===== src/rtl/if_stage_pkg.sv =====
// rtl/if_stage_pkg.sv - shared fetch-stage types, defaults and helpers
package if_stage_pkg;

    localparam logic [31:0] RESET_PC_DEFAULT = 32'h0000_0000;
    localparam logic [31:0] NOP_INST_DEFAULT = 32'h0000_0013;

    typedef enum logic [1:0] {
        REQ  = 2'd0,
        WAIT = 2'd1,
        HOLD = 2'd2,
        KILL = 2'd3
    } state_t;

    // IF/ID bundle, also consumed by the decode stage
    typedef struct packed {
        logic        valid;
        logic [31:0] pc;
        logic [31:0] inst;
    } if_id_t;

    function automatic logic [31:0] align_pc(input logic [31:0] addr);
        return addr & ~32'h3;
    endfunction

endpackage


===== src/rtl/if_stage_id_reg.sv =====
// rtl/if_stage_id_reg.sv - IF/ID pipeline register with one-entry hold buffer
module if_id_reg
    import if_stage_pkg::*;
#(
    parameter logic [31:0] NOP_INST = NOP_INST_DEFAULT
) (
    input  logic        clock,
    input  logic        reset,
    input  logic        flush,
    input  logic        stall,
    input  logic        load,
    input  logic        capture,
    input  logic        release_hold,
    input  logic [31:0] in_pc,
    input  logic [31:0] in_inst,
    output if_id_t      id
);

    if_id_t      id_q;
    logic        hold_valid;
    logic [31:0] hold_pc;
    logic [31:0] hold_inst;

    always_ff @(posedge clock or posedge reset) begin
        if (reset) begin
            id_q       <= '{valid: 1'b0, pc: 32'h0, inst: NOP_INST};
            hold_valid <= 1'b0;
            hold_pc    <= 32'h0;
            hold_inst  <= NOP_INST;
        end else if (flush) begin
            id_q.valid <= 1'b0;
            hold_valid <= 1'b0;
        end else if (load) begin
            id_q <= '{valid: 1'b1, pc: in_pc, inst: in_inst};
        end else if (capture) begin
            hold_valid <= 1'b1;
            hold_pc    <= in_pc;
            hold_inst  <= in_inst;
        end else if (release_hold && hold_valid) begin
            id_q       <= '{valid: 1'b1, pc: hold_pc, inst: hold_inst};
            hold_valid <= 1'b0;
        end else if (!stall) begin
            id_q.valid <= 1'b0;
        end
    end

    // Decode always sees a harmless NOP when the slot is empty
    assign id = '{valid: id_q.valid, pc: id_q.pc,
                  inst: id_q.valid ? id_q.inst : NOP_INST};

endmodule


===== src/rtl/if_stage.sv =====
// rtl/if_stage.sv - instruction fetch stage: PC register, imem request FSM, IF/ID
module if_stage
    import if_stage_pkg::*;
#(
    parameter logic [31:0] RESET_PC = RESET_PC_DEFAULT,
    parameter logic [31:0] NOP_INST = NOP_INST_DEFAULT
) (
    input  logic        clock,
    input  logic        reset,
    input  logic [31:0] io_next_pc,
    output logic [31:0] io_pc,
    output logic [31:0] io_pc_4,
    input  logic        io_redirect,
    input  logic        io_stall,
    output logic        io_imem_req_valid,
    input  logic        io_imem_req_ready,
    output logic [31:0] io_imem_req_addr,
    input  logic        io_imem_resp_valid,
    input  logic [31:0] io_imem_resp_data,
    output logic        io_id_valid,
    output logic [31:0] io_id_pc,
    output logic [31:0] io_id_inst
);

    state_t      state, state_nxt;
    logic [31:0] pc;
    logic        pc_load;
    logic        id_load, id_capture, id_release;
    if_id_t      id;

    always_ff @(posedge clock or posedge reset) begin
        if (reset) begin
            state <= REQ;
            pc    <= RESET_PC;
        end else begin
            state <= state_nxt;
            if (pc_load) pc <= align_pc(io_next_pc);
        end
    end

    always_comb begin
        state_nxt         = state;
        pc_load           = io_redirect;
        id_load           = 1'b0;
        id_capture        = 1'b0;
        id_release        = 1'b0;
        io_imem_req_valid = 1'b0;
        case (state)
            REQ: begin
                io_imem_req_valid = !reset;
                // An accepted request under redirect is wrong-path and must be drained
                if (io_imem_req_ready) state_nxt = io_redirect ? KILL : WAIT;
            end
            WAIT: begin
                if (io_redirect) begin
                    state_nxt = io_imem_resp_valid ? REQ : KILL;
                end else if (io_imem_resp_valid) begin
                    if (!id.valid || !io_stall) begin
                        id_load   = 1'b1;
                        pc_load   = 1'b1;
                        state_nxt = REQ;
                    end else begin
                        id_capture = 1'b1;
                        state_nxt  = HOLD;
                    end
                end
            end
            HOLD: begin
                if (io_redirect) begin
                    state_nxt = REQ;
                end else if (!io_stall) begin
                    id_release = 1'b1;
                    pc_load    = 1'b1;
                    state_nxt  = REQ;
                end
            end
            KILL: begin
                if (io_imem_resp_valid) state_nxt = REQ;
            end
        endcase
    end

    if_id_reg #(.NOP_INST(NOP_INST)) u_if_id_reg (
        .clock        (clock),
        .reset        (reset),
        .flush        (io_redirect),
        .stall        (io_stall),
        .load         (id_load),
        .capture      (id_capture),
        .release_hold (id_release),
        .in_pc        (pc),
        .in_inst      (io_imem_resp_data),
        .id           (id)
    );

    assign io_pc            = pc;
    assign io_pc_4          = pc + 32'd4;
    assign io_imem_req_addr = pc;
    assign io_id_valid      = id.valid;
    assign io_id_pc         = id.pc;
    assign io_id_inst       = id.inst;

endmodule


===== config.mk =====
export PLATFORM = sky130hd
export DESIGN_NAME = if_stage
export DESIGN_NICKNAME = d
export VERILOG_FILES = /design/src/rtl/if_stage_pkg.sv /design/src/rtl/if_stage_id_reg.sv /design/src/rtl/if_stage.sv
export SDC_FILE = /design/constraint.sdc
export NUM_CORES = 1
export LEC_CHECK = 0
export BUFFER_PORTS_ARGS = -buffer_cell sky130_fd_sc_hd__buf_4
export CAP_MARGIN = 10
export CORE_ASPECT_RATIO = 0.75
export CORE_MARGIN = 5
export CORE_UTILIZATION = 45
export DETAILED_ROUTE_END_ITERATION = 16
export PLACE_DENSITY = 0.75
export SETUP_SLACK_MARGIN = 0.3
export SYNTH_ARGS = -nofsm -noshare
export SYNTH_HDL_FRONTEND = slang
export SYNTH_SLANG_ARGS = --single-unit

===== constraint.sdc =====
create_clock -name clock -period 17 [get_ports clock]
set_input_delay 3.4 -clock clock [delete_from_list [all_inputs] [get_ports clock]]
set_output_delay 3.4 -clock clock [all_outputs]
set_load 0.005 [all_outputs]

==> metrics <==
status finished clean; Routed wire per std cell 16.9 um; Port Buf Inserts 221; initial antenna violation count 0; Mapped Cells 699; Clock Skew 11.6 ps; total power 1.46 mW; root buffer cell clkbuf_16; antenna cell count 0; Peak Freq 140 MHz; clock latency on the worst-skew pair 410 ps; most frequent cells after synthesis 152 x dfrtp_1, 93 x mux2_2, 71 x nand2_1; setup ws final 9880 ps; dpl ws 9870 ps; Pleak 4.52 nW; routability cong. 0.719; H-tree Lvls 4; Die H 125 um; Layout Nets 919; Final setup viols 0; Area contributors post-synth dfrtp_1 48%, mux2_2 13%, mux2i_1 8.0%; Starting Density 0.463; Slew HR 0.269; largest family of logic cells by synthesized area multiplexers; Post-Synth Simple-Gate Area 0.100; fin crit period 7120 ps; Setup CP Type in2out; die width 163 um; Compound-Gate Fraction of Synth Area 0.0479; Post-synth EDFFs 0; CTS tree built; Async SR Flop Fraction 1.00; Hold Path Class reg2reg; xor/xnor share of the synthesized area 0.0312; Slew @ Worst Pin 1090 ps; area leader, netlist dfrtp_1; clk sinks 158; vias in the first global route 5652; Synth top area share 0.483; Main synth FF type dfrtp_1; Post-CTS Resized 0; top-count cell post-synth dfrtp_1; average size of a mapped cell 11.3 sq um; # Post-CTS Setup Buffers 0; antenna viol nets, final 0; DRT Pass-1 Iters 4; pwr dens 148 mW/mm^2; Seq/Total Area, Yosys 0.503; Final Cycle Share 0.419; I/O pin count 232; Total Die Area 0.0203 sq mm; MaxCap Viol Count 0; total number of yosys warnings 0; CP Max Fanout 2; CTS Buffer Depth 2; vias per cell 4.99; largest net degree at the start of global routing 96; FF-to-FF path depth 4; cts hold-fix bufs 0; maximum vdd drop 0.0000880 V; Total Wirelength 18.5 mm; P&R area growth vs syn 25.4%; final hold vios 0; total CTS buffers 17; post-synthesis cell type count 39; Req. time, crit path 13600 ps; DRC viols 0; Core Region 0.0170 sq mm; Congestion Overflow GR 0; RSZ-0062 raised after global routing false; Worst-path clk slew 60 ps; Cell Count Post-Placement 1060; Worst Hold Path Cells 1; final slew viol count 0; post-layout instance count excluding filler cells 1092; data arrival at the endpoint of the critical path 3720 ps; first-pass GRT wire length 30.1 mm; critical path startpoint category input pin; FF+latch count, synth 158; CP Capture Type output pin; Fin Setup TNS 0 ps; Cell Rows 41; DR vias 5444; DP Wirelength 12.7 mm; fraction of layout instances using a drive strength above 1 0.430; post-synthesis mux area share 0.213; initial DRC count 271; total global routing track utilization 0.183; adder-cell share of the synthesized area 0.00954; Core Util, Final 0.581; Mapped Area 0.00787 sq mm
==> critical path, cell delays in order <==
cell	delay (ps)
buf_4	130
nor2_1	80
buf_4	110
==> through the flow <==
step	hold slack, ps	cell area (sq um)
2_1_floorplan	462	7900
3_3_place_gp	489	9240
3_5_place_dp	496	9240
4_1_cts	510	9870
5_1_grt	518	9870
6_report	505	9870
==> where the power goes <==
| part | leakage [nW] | total [mW] | switching (mW) | internal (mW) |
|---|---|---|---|---|
| sequential | 2.01 | 0.622 | 0.117 | 0.504 |
| clock | 0.303 | 0.406 | 0.154 | 0.252 |
| combinational | 2.21 | 0.436 | 0.177 | 0.260 |
| total | 4.52 | 1.46 | 0.448 | 1.02 |
==> layout make-up <==
cell class / count / area (sq um)
multi-input combinational: 427 / 3230
clock buffer: 20 / 447
timing repair buffer: 226 / 1700
sequential: 158 / 3960
fill: 1409 / 7110
inverter: 13 / 53.8
tap: 236 / 295
clock inverter: 12 / 183
==> cell usage in the layout, fill, tap and decap left out, drive strengths merged, types with 8 or more instances in the layout <==
cell and count:
xnor2 14, mux2 93, nand3 9, xor2 14
nand2 71, nor2 14, conb 8, mux2i 63
buf 226, o21ai 67, clkbuf 20, dfrtp 152
inv 16, and2 29
==> state kept, by name (all words and copies together) (netlist names) <==
register                flops
io_imem_req_addr           30
u_if_id_reg.hold_valid      1
u_if_id_reg.id             31
u_if_id_reg.id_q           32
u_if_id_reg.hold_inst      32
u_if_id_reg.hold_pc        30
state                       2
==> layer usage <==
layer / global-route usage / wire length, um / vias to the layer above
met5: 0 / 0 / -
met2: 0.288 / 8500 / 151
met1: 0.244 / 8460 / 2685
met3: 0.0635 / 1380 / 15
met4: 0.0409 / 172 / 0
li1: - / - / 2593
==> kinds of logic after synthesis <==
kind of cell / count (synthesis)
buffers and inverters: 121
AND/OR/NAND/NOR: 156
XOR/XNOR: 28
adder cells (fa/ha/maj): 6
AO/OA/AOI/OAI: 73
other: 1
multiplexers: 156
flip-flops: 158
==> final timing paths <==
kind,startpoint,end,slack [ps]
max in group asynchronous,reset,u_if_id_reg.hold_pc[2],12540
hold / removal,u_if_id_reg.hold_inst[30],u_if_id_reg.hold_inst[30],510
setup reg to reg,u_if_id_reg.id[64],u_if_id_reg.hold_inst[16],13730
hold reg to reg,u_if_id_reg.hold_inst[30],u_if_id_reg.hold_inst[30],510
setup / recovery,reset,io_imem_req_valid,9880
min in group asynchronous,reset,u_if_id_reg.id_q[6],3160
Power figures use the tool's default switching activity.
